--- src/rtl/height_scan_ctrl.sv ---
// height_scan_ctrl: sequencer for the four-sensor height datapath.
// Scans sensors 1..4 over one shared 8-bit mux and forms the rounded
// pair-average height. Scans repeat until STABLE_COUNT consecutive results
// agree within TOL, or until MAX_SCANS forces an unstable report. The
// result is handed over through a valid/ready handshake.
// Optional build macro: AUTO_RESCAN_EN (continuous measurement after the
// first start).
module height_scan_ctrl #(
    parameter int SETTLE_CYCLES = 2,
    parameter int STABLE_COUNT  = 3,
    parameter int TOL           = 1,
    parameter int MAX_SCANS     = 8
) (
    input  logic       clk,
    input  logic       rst,
    input  logic       start,
    output logic [1:0] sens_sel,
    input  logic [7:0] sens_data,
    output logic       busy,
    output logic [7:0] height,
    output logic       height_valid,
    input  logic       height_ready,
    output logic       unstable
);

    localparam int SW = (SETTLE_CYCLES > 1) ? $clog2(SETTLE_CYCLES) : 1;
    localparam int MW = $clog2(STABLE_COUNT + 1);
    localparam int CW = $clog2(MAX_SCANS + 1);

    localparam logic [SW-1:0] SETTLE_LAST = SW'(SETTLE_CYCLES - 1);
    localparam logic [MW-1:0] STABLE_V    = MW'(STABLE_COUNT);
    localparam logic [CW-1:0] MAX_V       = CW'(MAX_SCANS);
    localparam logic [7:0]    TOL_V       = 8'(TOL);

    typedef enum logic [1:0] {
        ST_IDLE = 2'd0,
        ST_SCAN = 2'd1,
        ST_CALC = 2'd2,
        ST_DONE = 2'd3
    } state_t;

    state_t          state_r;
    logic [1:0]      sel_r;
    logic [SW-1:0]   settle_r;
    logic [7:0]      samp_r [4];
    logic [7:0]      prev_r;
    logic [MW-1:0]   match_r;
    logic [CW-1:0]   scan_r;
    logic [7:0]      height_r;
    logic            valid_r;
    logic            unstable_r;
    logic            busy_r;

    logic            pair_a_ok_s;
    logic            pair_b_ok_s;
    logic [9:0]      sum4_s;
    logic [8:0]      sum_a_s;
    logic [8:0]      sum_b_s;
    logic [7:0]      cand_s;
    logic [7:0]      diff_s;
    logic [MW-1:0]   match_next_s;
    logic [CW-1:0]   scan_next_s;

    assign sens_sel     = sel_r;
    assign busy         = busy_r;
    assign height       = height_r;
    assign height_valid = valid_r;
    assign unstable     = unstable_r;

    // Candidate height from the captured samples and the resulting match count.
    // A pair (s1,s3) or (s2,s4) with a zero reading is treated as a dead sensor.
    always_comb begin
        pair_a_ok_s  = (samp_r[0] != 8'd0) && (samp_r[2] != 8'd0);
        pair_b_ok_s  = (samp_r[1] != 8'd0) && (samp_r[3] != 8'd0);
        sum4_s       = {2'b00, samp_r[0]} + {2'b00, samp_r[1]}
                     + {2'b00, samp_r[2]} + {2'b00, samp_r[3]} + 10'd2;
        sum_a_s      = {1'b0, samp_r[0]} + {1'b0, samp_r[2]} + 9'd1;
        sum_b_s      = {1'b0, samp_r[1]} + {1'b0, samp_r[3]} + 9'd1;
        cand_s       = 8'd0;
        diff_s       = 8'd0;
        match_next_s = MW'(1);
        scan_next_s  = scan_r + CW'(1);

        if (pair_a_ok_s && pair_b_ok_s) begin
            cand_s = sum4_s[9:2];
        end else if (pair_a_ok_s) begin
            cand_s = sum_a_s[8:1];
        end else if (pair_b_ok_s) begin
            cand_s = sum_b_s[8:1];
        end else begin
            cand_s = 8'd0;
        end

        if (cand_s >= prev_r) begin
            diff_s = cand_s - prev_r;
        end else begin
            diff_s = prev_r - cand_s;
        end

        // The first scan of a measurement has nothing to compare against.
        if (scan_r == {CW{1'b0}}) begin
            match_next_s = MW'(1);
        end else if (diff_s <= TOL_V) begin
            match_next_s = match_r + MW'(1);
        end else begin
            match_next_s = MW'(1);
        end
    end

    // Measurement FSM with all outputs registered.
    always_ff @(posedge clk) begin
        if (rst) begin
            state_r    <= ST_IDLE;
            sel_r      <= 2'd0;
            settle_r   <= {SW{1'b0}};
            for (int i = 0; i < 4; i++) begin
                samp_r[i] <= 8'd0;
            end
            prev_r     <= 8'd0;
            match_r    <= {MW{1'b0}};
            scan_r     <= {CW{1'b0}};
            height_r   <= 8'd0;
            valid_r    <= 1'b0;
            unstable_r <= 1'b0;
            busy_r     <= 1'b0;
        end else begin
            case (state_r)
                ST_IDLE: begin
                    if (start) begin
                        state_r  <= ST_SCAN;
                        sel_r    <= 2'd0;
                        settle_r <= {SW{1'b0}};
                        scan_r   <= {CW{1'b0}};
                        match_r  <= {MW{1'b0}};
                        busy_r   <= 1'b1;
                    end
                end
                ST_SCAN: begin
                    // Sample on the last cycle of the settle window.
                    if (settle_r == SETTLE_LAST) begin
                        samp_r[sel_r] <= sens_data;
                        settle_r      <= {SW{1'b0}};
                        if (sel_r == 2'd3) begin
                            state_r <= ST_CALC;
                        end else begin
                            sel_r <= sel_r + 2'd1;
                        end
                    end else begin
                        settle_r <= settle_r + SW'(1);
                    end
                end
                ST_CALC: begin
                    prev_r  <= cand_s;
                    match_r <= match_next_s;
                    scan_r  <= scan_next_s;
                    // Stability takes precedence over the scan limit.
                    if (match_next_s == STABLE_V) begin
                        state_r    <= ST_DONE;
                        height_r   <= cand_s;
                        unstable_r <= 1'b0;
                        valid_r    <= 1'b1;
                    end else if (scan_next_s == MAX_V) begin
                        state_r    <= ST_DONE;
                        height_r   <= cand_s;
                        unstable_r <= 1'b1;
                        valid_r    <= 1'b1;
                    end else begin
                        state_r  <= ST_SCAN;
                        sel_r    <= 2'd0;
                        settle_r <= {SW{1'b0}};
                    end
                end
                ST_DONE: begin
                    if (valid_r && height_ready) begin
                        valid_r <= 1'b0;
`ifdef AUTO_RESCAN_EN
                        state_r  <= ST_SCAN;
                        sel_r    <= 2'd0;
                        settle_r <= {SW{1'b0}};
                        scan_r   <= {CW{1'b0}};
                        match_r  <= {MW{1'b0}};
`else
                        state_r <= ST_IDLE;
                        busy_r  <= 1'b0;
`endif
                    end
                end
                default: begin
                    state_r <= ST_IDLE;
                    valid_r <= 1'b0;
                    busy_r  <= 1'b0;
                end
            endcase
        end
    end

endmodule

--- config.mk ---
export PLATFORM = sky130hd
export DESIGN_NAME = height_scan_ctrl
export DESIGN_NICKNAME = d
export VERILOG_FILES = /design/src/rtl/height_scan_ctrl.sv
export SDC_FILE = /design/constraint.sdc
export NUM_CORES = 1
export LEC_CHECK = 0
export ABC_CLOCK_PERIOD_IN_PS = 7600
export CORE_ASPECT_RATIO = 1.75
export CORE_MARGIN = 2
export CORE_UTILIZATION = 45
export CTS_BUF_LIST = sky130_fd_sc_hd__clkbuf_8
export DETAILED_ROUTE_END_ITERATION = 16
export GPL_TIMING_DRIVEN = 0
export MAX_ROUTING_LAYER = met4
export PLACE_DENSITY_LB_ADDON = 0.08
export SYNTH_ARGS = -nofsm -noshare
export SYNTH_HDL_FRONTEND = slang
export SYNTH_SLANG_ARGS = --single-unit
--- constraint.sdc ---
create_clock -name clk -period 7.6 [get_ports clk]
set_clock_uncertainty 0.2 [all_clocks]
set_input_delay 1.14 -clock clk [delete_from_list [all_inputs] [get_ports clk]]
set_output_delay 1.14 -clock clk [all_outputs]
set_load 0.02 [all_outputs]
==> results.yml <==
setup_path:
  rrSetupSlack_ns: 1.20
  start_kind: "register"
  cp.required_ns: 7.62
  worstRegToRegCells: 21
  crit_type: "reg2reg"
  crit_path_start: "samp_r[2][2]"
  cp.arrival_ns: 6.42
  r2r_start: "samp_r[2][2]"
  path_max_fanout: 10
  worstSetupEndpointType: "register"
  r2r-end: "height[7]"
global_routing:
  grt_pass1_vias: 4208
  grt-ovfl-total: 0
  gr-usage-all-layers_pct: 24.09
  grt_pass1_wl_mm: 21.70
  grt_antenna_before_repair: 0
  grt_max_degree: 14
layout:
  syn_to_final_growth_pct: 12.87
  drive_above_1_share_pct: 8.376
  nFillCells: 1031
  nNetsFinal: 652
  n_antenna_cell: 0
  final_cell_area_um2: 5587
power_and_ir_drop:
  switching_power_mw: 0.3960
  intPower_mw: 0.7060
  clockPowerShare_pct: 29.9
  p_leak_nw: 2.221
  peakVddDrop_mv: 0.1558
  power_frac_seq_pct: 33.5
  switching_share_pct: 35.93
  power.density_nw_per_um2: 197.2
  comb_power_share_pct: 36.6
clock_tree:
  clkTransAtPathRegs_ns: 0.08
  post_cts_buffers: 0
  cts.sinks: 62
  cts_hold_buf: 0
  htreeDepth: 3
  cts-buffers-inserted: 9
  cts_resized: 0
  cts_root_buffer: "clkbuf_8"
  cts_tree: "done"
  insertion_delay_ns: 0.33
  cts_buffer_depth: 2
routing:
  vias_per_cell: 5.697
  first_iter_violations: 212
  drc_errors: 0
  wl_mm: 13.33
  postRouteAntennaNets: 0
  drt_pass1_iterations: 4
  dr_total_vias: 4073
  post_drt_wl_per_cell_um: 18.64
placed_design:
  placed_area_um2: 5353
  place_hpwl_mm: 10.78
  place_ws_ns: 1.178
  io_buffers: 24
  place.gp.congestion: 0.8940
logic_synthesis:
  synth_area_leader_cell: "edfxtp_1"
  avgSynthCellArea_um2: 9.082
  synthCells: 545
  synth_commonest_cells: "inv_1, ha_1, nor2_1"
  yosysMostFrequentCell: "inv_1"
  synth_cell_types: 66
  synth_flop_cell: "edfxtp_1"
  yosysWarnings: 0
  async_flop_share_pct: 0
  ys_top_cells_by_area: "edfxtp_1, dfxtp_1, ha_1"
  syn_nets: 617
  ys_seq_area_share_pct: 31.55
  synth_top_area_share_pct: 19.41
  synth_edf_count: 32
  synth_seq_cells: 62
  syn_area_um2: 4950
timing:
  fin_ws_ns: 1.200
  finalMaxSlewViolations: 0
  setup_viol: 0
  rsz0062_at_grt: "no"
  finalCritPeriodShare_pct: 84.21
  hold_violations: 0
  worstMarginPinSlew_ns: 1.196
  max_slew_margin_pct: 19.44
  tns_ns: 0
  clock.fmax_mhz: 156.3
  fin_crit_ns: 6.400
outcome:
  status: "completed"
die:
  start_util_pct: 46.27
  core_um2: 10700
  io_pins: 25
  die_h_um: 142.7
  die_x_um: 83.28
  die_area_um2: 11890
  rows: 50
worst_hold_path:
  hold_depth: 2
  whs_endpoint: "prev_r[7]"
  worstHoldStart: "prev_r[7]"
  hp-class: "reg2reg"
flow_run:
  maxCapViolCount: 0
-- final cells by class --
class                   instances  area (um2)  share of cell area [%]
clock buffers                   9       123.9                   2.217
repair buffers                 24       240.2                   4.300
multi-input cells             396        3042                   54.45
inverters                      71       266.5                   4.770
flip-flops and latches         62        1562                   27.95
plain buffers                  16       86.33                   1.545
well taps                     130       162.7                   2.912
clock inverters                 7       103.9                   1.859
-- metrics by stage --
step	std cells	power [mW]	utilization, %	hold WS (ns)
CTS	715	1.108	52.16	0.2633
detailed placement	699	0.7795	50.04	0.2535
global placement	699	0.7731	50.04	0.2435
floorplan	545	0.6774	-	0.2363
global route	715	1.174	52.22	0.3075
finish	715	1.102	52.22	0.2649
-- power by group through the flow --
stage          sequential [mW]  clock, mW  combinational (mW)
2_1_floorplan            0.372          0               0.305
3_3_place_gp             0.376          0               0.397
3_5_place_dp             0.376          0               0.403
4_1_cts                  0.369      0.334               0.406
5_1_grt                  0.370      0.350               0.454
6_report                 0.369      0.329               0.404
-- worst max-delay path: stages, from the launching register on --
cell and delay (ns):
edfxtp_1 0.46, inv_1 0.11, fa_1 0.44, fa_1 0.51, inv_1 0.04, ha_1 0.32
a21oi_1 0.29, a21oi_1 0.24, or3_1 0.42, a21oi_1 0.13, nor4_1 0.07, a211oi_1 0.79
inv_1 0.11, ha_1 0.33, buf_2 0.18, o21ai_0 0.10, a21oi_1 0.08, o31a_1 0.25
o2111ai_1 0.43, o2bb2ai_2 0.19, a21o_2 0.35, a31o_1 0.25
-- layout by cell type, fill, tap and decap left out, types with 5 or more instances in the layout --
cell,instances
clkdlybuf4s50_1,24
a211oi_2,10
o21ai_0,20
nand2_1,34
edfxtp_1,32
and2_1,33
clkbuf_1,10
nor4_1,13
mux2i_1,5
dfxtp_1,30
ha_1,41
nor2_1,38
a21oi_1,37
o21a_1,7
o211ai_1,7
nor3_1,7
inv_1,71
nor2b_1,8
fa_1,19
nand2b_1,7
a211oi_1,19
xor2_1,6
nand3_1,12
clkbuf_8,9
-- registers in the layout, indices dropped and copies added, names as in the netlist --
register      flops
settle_r          1
sens_sel          2
samp_r           32
unstable          1
match_r           2
state_r           2
height            8
busy              1
height_valid      1
prev_r            8
scan_r            4
-- worst max-delay path by stage --
stage                 endpoint  cells past startpoint
finish               height[7]                     21
global route         height[7]                     21
CTS                  height[6]                     22
detailed placement   height[3]                     22
global placement     height[7]                     21
floorplan           match_r[1]                     21
-- cells by family (layout without fill, tap and decap cells) --
group / after synthesis / in the layout / share of synthesized area, %
AO/OA/AOI/OAI: 142 / 142 / 21.28
buffers and inverters: 87 / 127 / 7.128
XOR/XNOR: 10 / 10 / 1.769
multiplexers: 6 / 6 / 1.239
AND/OR/NAND/NOR: 178 / 178 / 18.98
flip-flops: 62 / 62 / 31.55
adder cells (fa/ha/maj): 60 / 60 / 18.05
-- per-layer routing --
| metal | vias to the layer above | wire (um) | GRT usage (%) |
|---|---|---|---|
| met5 | - | 0 | - |
| met4 | 0 | 491 | 9.318 |
| met3 | 24 | 351 | 3.353 |
| met2 | 82 | 7483 | 46.14 |
| met1 | 1965 | 5002 | 24.49 |
| li1 | 2002 | - | - |
Power figures use the tool's default switching activity.
